<file path="config.mk">
export PLATFORM = sky130hd
export DESIGN_NAME = ohsm_sched
export DESIGN_NICKNAME = d
export VERILOG_FILES = /design/src/rtl/ohsm_sched.sv
export SDC_FILE = /design/constraint.sdc
export NUM_CORES = 1
export LEC_CHECK = 0
export BUFFER_PORTS_ARGS = -buffer_cell sky130_fd_sc_hd__buf_2
export CAP_MARGIN = 20
export CORE_MARGIN = 3
export CORE_UTILIZATION = 30
export CTS_CLUSTER_SIZE = 24
export DETAILED_ROUTE_END_ITERATION = 10
export SLEW_MARGIN = 0
export SYNTH_ARGS = -nofsm -noshare
export SYNTH_HDL_FRONTEND = slang
export SYNTH_SLANG_ARGS = --single-unit
</file>
<file path="constraint.sdc">
create_clock -name clk -period 2.85 [get_ports clk]
set_input_delay 0 -clock clk [delete_from_list [all_inputs] [get_ports clk]]
set_output_delay 0 -clock clk [all_outputs]
set_load 0.03 [all_outputs]
</file>
<file path="src/rtl/ohsm_sched.sv">
// ohsm_sched: round-robin launcher for the shared one-hot phase sequencer.
// Define OHSM_SCHED_PRIO_EN to give requester 0 fixed top priority.
module ohsm_sched #(
    parameter int NREQ    = 4,
    parameter int TIMEOUT = 15
) (
    input  logic                    clk,
    input  logic                    reset,
    input  logic [NREQ-1:0]         req,
    input  logic [3:0]              seq_phase,
    output logic                    seq_start,
    output logic [NREQ-1:0]         gnt,
    output logic [$clog2(NREQ)-1:0] gnt_id,
    output logic [NREQ-1:0]         done,
    output logic                    busy,
    output logic                    err
);
    localparam int IDW = $clog2(NREQ);
    localparam logic [3:0] S1 = 4'b0001;
    localparam logic [3:0] S2 = 4'b0010;
    localparam logic [3:0] S3 = 4'b0100;

    typedef enum logic [2:0] {
        IDLE,
        LAUNCH,
        RUN,
        DRAIN,
        ERR
    } state_t;

    state_t          state_q;
    state_t          state_d;
    logic [IDW-1:0]  ptr_q;
    logic [IDW-1:0]  ptr_d;
    logic [IDW-1:0]  win;
    logic [IDW-1:0]  id_d;
    logic [IDW-1:0]  next_id;
    logic [7:0]      cnt_q;
    logic [7:0]      cnt_d;
    logic [NREQ-1:0] cand;
    logic [NREQ-1:0] gnt_d;
    logic [NREQ-1:0] done_d;
    logic            start_d;
    logic            busy_d;
    logic            err_d;
    logic            ph_ok;
    logic            go_err;

    assign ph_ok = (seq_phase == S1) ||
                   (seq_phase == S2) ||
                   (seq_phase == S3);

    assign next_id = (gnt_id == IDW'(NREQ - 1)) ?
                     '0 : gnt_id + IDW'(1);

    // Scan downward so the lowest offset from the pointer wins last.
    always_comb begin
        logic [IDW-1:0] k;
        k    = '0;
        cand = req;
`ifdef OHSM_SCHED_PRIO_EN
        cand[0] = 1'b0;
`endif
        win = '0;
        for (int i = NREQ - 1; i >= 0; i--) begin
            k = IDW'((int'(ptr_q) + i) % NREQ);
            if (cand[k]) begin
                win = k;
            end
        end
`ifdef OHSM_SCHED_PRIO_EN
        if (req[0]) begin
            win = '0;
        end
`endif
    end

    always_comb begin
        state_d = state_q;
        ptr_d   = ptr_q;
        cnt_d   = cnt_q;
        gnt_d   = gnt;
        id_d    = gnt_id;
        done_d  = '0;
        start_d = seq_start;
        busy_d  = busy;
        err_d   = err;
        go_err  = !ph_ok;
        unique case (state_q)
            IDLE: begin
                if (|req && seq_phase == S1) begin
                    state_d    = LAUNCH;
                    gnt_d      = '0;
                    gnt_d[win] = 1'b1;
                    id_d       = win;
                    start_d    = 1'b1;
                    busy_d     = 1'b1;
                    cnt_d      = '0;
                end
            end
            LAUNCH: begin
                if (seq_phase == S2) begin
                    state_d = RUN;
                    start_d = 1'b0;
                    cnt_d   = '0;
                end else if (cnt_q == 8'(TIMEOUT)) begin
                    go_err = 1'b1;
                end else begin
                    cnt_d = cnt_q + 8'd1;
                end
            end
            RUN: begin
                if (seq_phase == S3) begin
                    state_d = DRAIN;
                end
            end
            DRAIN: begin
                if (seq_phase == S1) begin
                    state_d        = IDLE;
                    gnt_d          = '0;
                    done_d[gnt_id] = 1'b1;
                    busy_d         = 1'b0;
`ifdef OHSM_SCHED_PRIO_EN
                    // A requester-0 win leaves the rotation untouched.
                    if (gnt_id != '0) begin
                        ptr_d = next_id;
                    end
`else
                    ptr_d = next_id;
`endif
                end
            end
            ERR: begin
                go_err = 1'b1;
            end
            default: begin
                go_err = 1'b1;
            end
        endcase
        if (go_err) begin
            state_d = ERR;
            gnt_d   = '0;
            done_d  = '0;
            start_d = 1'b0;
            busy_d  = 1'b0;
            err_d   = 1'b1;
            cnt_d   = '0;
        end
    end

    always_ff @(posedge clk) begin
        if (!reset) begin
            state_q   <= IDLE;
            ptr_q     <= '0;
            cnt_q     <= '0;
            gnt       <= '0;
            gnt_id    <= '0;
            done      <= '0;
            seq_start <= 1'b0;
            busy      <= 1'b0;
            err       <= 1'b0;
        end else begin
            state_q   <= state_d;
            ptr_q     <= ptr_d;
            cnt_q     <= cnt_d;
            gnt       <= gnt_d;
            gnt_id    <= id_d;
            done      <= done_d;
            seq_start <= start_d;
            busy      <= busy_d;
            err       <= err_d;
        end
    end
endmodule

</file>
# Word-level counts from Yosys, hierarchy flattened
# Index checks and enable logic that the tools add are counted.
[word_totals] ff_bits=26 latchBits=0 ram_bits=0 romBits=0 in_bits=10 output_inout_bits=13 wordCells=103 memories=0
[classes] addsub=5 n_mul=0 n_div=0 n_lt_le_gt_ge=8 n_eq_ne=17 shift=0 n_mux=38 bitwise_logic=3 reduce_logical=22
[op_table] cell="two-way mux 8 bit" count=3
[op_table] cell="less-than comparator 2 x 3 -> 1 bit (second input constant)" count=6
[op_table] cell="case mux 8 bit (2 select lines)" count=1
[op_table] cell="two-way mux 3 bit" count=5
[op_table] cell="inequality test 3 bit (second input constant)" count=5
[op_table] cell="case mux 3 bit (4 select lines)" count=1
[op_table] cell="two-way mux 1 bit" count=11
[op_table] cell="two-way mux 2 bit" count=5
[op_table] cell="AND reduction 5 bit" count=2
[op_table] cell="AND reduction 3 bit" count=3
[op_table] cell="adder 8 x 1 -> 8 bit (second input constant)" count=1
[op_table] cell="binary-select mux 1 bit (select 2 bit)" count=4
[op_table] cell="== test 8 x 4 -> 1 bit (second input constant)" count=1
[op_table] cell="two-way mux 4 bit" count=2
[op_table] cell="inequality test 2 bit (second input constant)" count=4
[op_table] cell="case mux 4 bit (2 select lines)" count=1
[op_table] cell="OR reduction 4 bit" count=2
[op_table] cell="== test 3 x 2 -> 1 bit (second input constant)" count=2
[op_table] cell="case mux 1 bit (2 select lines)" count=3
[op_table] cell="nonzero test 5 bit" count=1
[op_table] cell="adder 2 x 1 -> 2 bit (second input constant)" count=2
[op_table] cell="adder 2 bit (second input constant)" count=2
[op_table] cell="demux 1 bit (select 2 bit)" count=2
[op_table] cell="== test 4 x 1 -> 1 bit (second input constant)" count=1
[op_table] cell="15 further kinds" count=23

# Depth between registers and ports, before layout
[depth] depth_word=13 ltp_mapped=6 mapped_depth_nobuf=6

# Worst setup path after synthesis
# OpenSTA, ideal clock, no wires.
[synth_path] kind="reg-to-reg" start="reg state_q[0]" end="reg cnt_q[2]" setup_time_ns=0.129 arrival_time_ns=1.828 required_time_ns=2.721 setup_slack_ns=0.893 stages_incl_launch_ff=7 n_path_buf=1 synth_period_minus_slack_ns=1.957 cell_sequence="dfxtp_1 > buf_2 > or3b_2 > nor4b_2 > nand4bb_1 > o21bai_1 > nor2_1"
[synth_via] elab_chain_len=4 word_cells_on_any_way=12 cone_classes="5 x eq/ne; 2 x mux; 5 x reduce/logical"
[synth_rtl] element="start, declared" line_no="31" text="state_t state_q;"
[synth_rtl] element="start signal, assigned" line_no="163" text="state_q <= state_d;"
[synth_rtl] element="== test 3 x 2 -> 1 bit / zero test 3 bit (equally long branches)" line_no="89" text="unique case (state_q)"
[synth_rtl] element="OR reduction 3 bit (no line)"
[synth_rtl] element="case mux 1 bit (2 select lines)" line_no="89"
[synth_rtl] element="OR reduction 2 bit (no line)"
[synth_rtl] element="end signal, assigned" line_no="165" text="cnt_q <= cnt_d;"
[synth_rtl] element="end, declared" line_no="38" text="logic [7:0] cnt_q;"
# Several ways; a longest one is shown, not always the timed one.
# A chain may end at the register's enable or synchronous reset.

# Final worst setup path
[layout_path] start="reg state_q[0]" end="reg cnt_q[5]"
# The elaborated chain is that of the path after synthesis.

==> reports/qor.yml <==
yosys:
  synth.top_cell.area_share: 0.395
  synth_seq_cells: 26
  async_flop_share: 0
  syn-cell-area_um2: 1320
  yosysTopAreaCell: "dfxtp_1"
  syn_avg_cell_area_um2: 8.73
  yosys-top-cells-area: "dfxtp_1 (39%), nor2_1 (5.4%), ha_1 (4.7%)"
  ys_types: 37
  synth.most_common_cell: "dfxtp_1"
  syn-num-nets: 166
  synth_warnings: 0
  ys_seq_area_frac: 0.395
  synth-edff-count: 0
  synthesis.instances: 151
  synth_commonest_cells: "dfxtp_1 (26), nor2_1 (19), a21oi_1 (12), nand2_1 (9)"
  synth_ff_type: "dfxtp_1"
drt:
  wl_um: 2630
  routed_via_density: 4.84
  wire_per_inst_um: 11.6
  dr.pass1.iters: 4
  antenna_left: 0
  drt_iter0_drc: 31
  drc_errors: 0
  vias: 1098
clock_network:
  tritoncts: "built"
  numCtsBuffers: 3
  path_clk_slew_ps: 90
  ctsLongestPathBuffers: 2
  cts_resized: 0
  cts_sinks: 26
  clock-root-buffer: "clkbuf_8"
  clk_latency_ps: 270
  cts_htree_levels: 1
sta:
  finClkSkew_ps: 1.80
  max_slew_margin: 0.582
  worst_pin_slew_ps: 624
  finalCritPeriodShare: 0.781
  fmax_ghz: 0.449
  worst_slack_ps: 625
  slew_violations: 0
  fin_setup_tns_ps: 0
  min_period_ps: 2230
  rsz0062_at_grt: "false"
  setup_viol: 0
  finalHoldViolCount: 0
floorplanning:
  start_util: 0.320
  core_area_um2: 4120
  ios: 23
  rows: 23
  fp.dieW_um: 72.3
  die_y_um: 72.3
  dieArea_um2: 5230
setup_path:
  critPathRequiredTime_ps: 3000
  rr_worst_depth: 5
  ff2ff_setup_slack_ps: 620
  crit_fanout: 9
  arrival_ps: 2380
  startpoint: "state_q[0]"
  crit_path_start_kind: "flop"
  reg2reg_from: "state_q[0]"
  crit_type: "reg -> reg"
  r2r_end: "cnt_q[5]"
  endpoint_kind: "flop"
  critPathCapture: "cnt_q[5]"
placed_design:
  gp_congestion: 0.798
  place_ws_ps: 642
  io_buffers: 22
  dp_hpwl_um: 2000
layout:
  antenna_cells: 0
  fillers: 436
  areaGrowthSynthToFinish_pct: 19.3
  nNetsFinal: 193
  layout-drive-gt1-share: 0.203
global_route:
  grt_pass1_wl_um: 4530
  first_global_vias: 991
  grt_max_degree: 16
  grt_usage: 0.109
  overflow: 0
  antenna_found_initial: 0
power_and_ir_drop:
  p_leak_nw: 0.564
  powerDensity_nw_per_um2: 462
  vdd_drop_max_uv: 257
worst_hold_path:
  hold_class: "in -> reg"
  hold_depth: 4
job:
  drv_cap: 0
outcome:
  status: "finished, final reports clean"
-- placed cells by master, fill, tap and decap left out, drive strengths merged, types with 2 or more instances in the layout --
cell type and n:
a21boi 2, o21a 2, nor2 19, nand2b 5, or3 3, nand2 9, clkbuf 3, a21oi 12
nor4 5, nand3b 2, nor3b 2, inv 7, a32oi 3, nand3 4, xnor2 5, dfxtp 26
and2 6, ha 5, o21ai 6, nor4b 4, mux2i 2, buf 24, nor3 7
-- what timing repair did --
item,CTS,global route
endpoints found under the hold margin,1,0
setup buffers,0,0
hold buffers,1,0
-- metal layers --
metal  vias up  share of wire  track usage
li1        586              -            -
met1       496           0.52        0.155
met2        14           0.44        0.161
met3         2          0.037       0.0305
met4         0         0.0038       0.0313
met5         -              0            0
-- worst min-delay path by stage --
stage | endpoint | start
global placement | err | reset
floorplan | err | reset
finish | state_q[0] | seq_phase[1]
detailed placement | err | reset
global route | state_q[0] | seq_phase[1]
CTS | state_q[0] | seq_phase[1]
-- where the power goes --
part | internal, mW | switching (mW) | leakage (nW)
Sequential | 0.365 | 0.00280 | 0.210
Clock | 0.188 | 0.116 | 0.0357
Combinational | 0.0215 | 0.0326 | 0.318
-- stage by stage --
stage,util,cells,hold WS (ps),area (um^2),power [mW]
floorplan,-,151,117,1320,0.408
global placement,0.362,222,299,1490,0.430
detailed placement,0.362,222,299,1490,0.430
CTS,0.382,227,59.2,1570,0.741
global route,0.382,227,101,1570,0.764
finish,0.382,227,68.3,1570,0.726
-- cells by family (layout without fill, tap and decap cells) --
group           count (synthesis)  in the layout  share of synthesized area
buf+inv                        10             36                     0.0313
compound gates                 29             29                      0.135
simple gates                   73             73                      0.337
flops                          26             26                      0.395
xor+xnor                        6              6                     0.0398
mux                             2              2                     0.0152
fa+ha+maj                       5              5                     0.0474
-- critical path, stage by stage (launching register included) --
cell,delay [ps]
dfxtp_1,510
or3b_2,520
nor4b_2,460
nand4bb_1,250
o21bai_1,270
nor2_1,90
-- state kept, by name (all words and copies together) (netlist names) --
register	flops
cnt_q	8
seq_start	1
state_q	3
ptr_q	2
busy	1
gnt_id	2
gnt	4
err	1
done	4
-- cell type report --
class / instances / area, um^2 / share of cell area
Multi-Input combinational cell: 115 / 757 / 0.481
Sequential cell: 26 / 520 / 0.331
Timing Repair Buffer: 25 / 135 / 0.0859
Tap cell: 50 / 62.6 / 0.0398
Clock buffer: 3 / 41.3 / 0.0263
Clock inverter: 1 / 30.0 / 0.0191
Inverter: 7 / 26.3 / 0.0167
No activity file was read; power rests on OpenSTA's default activity.
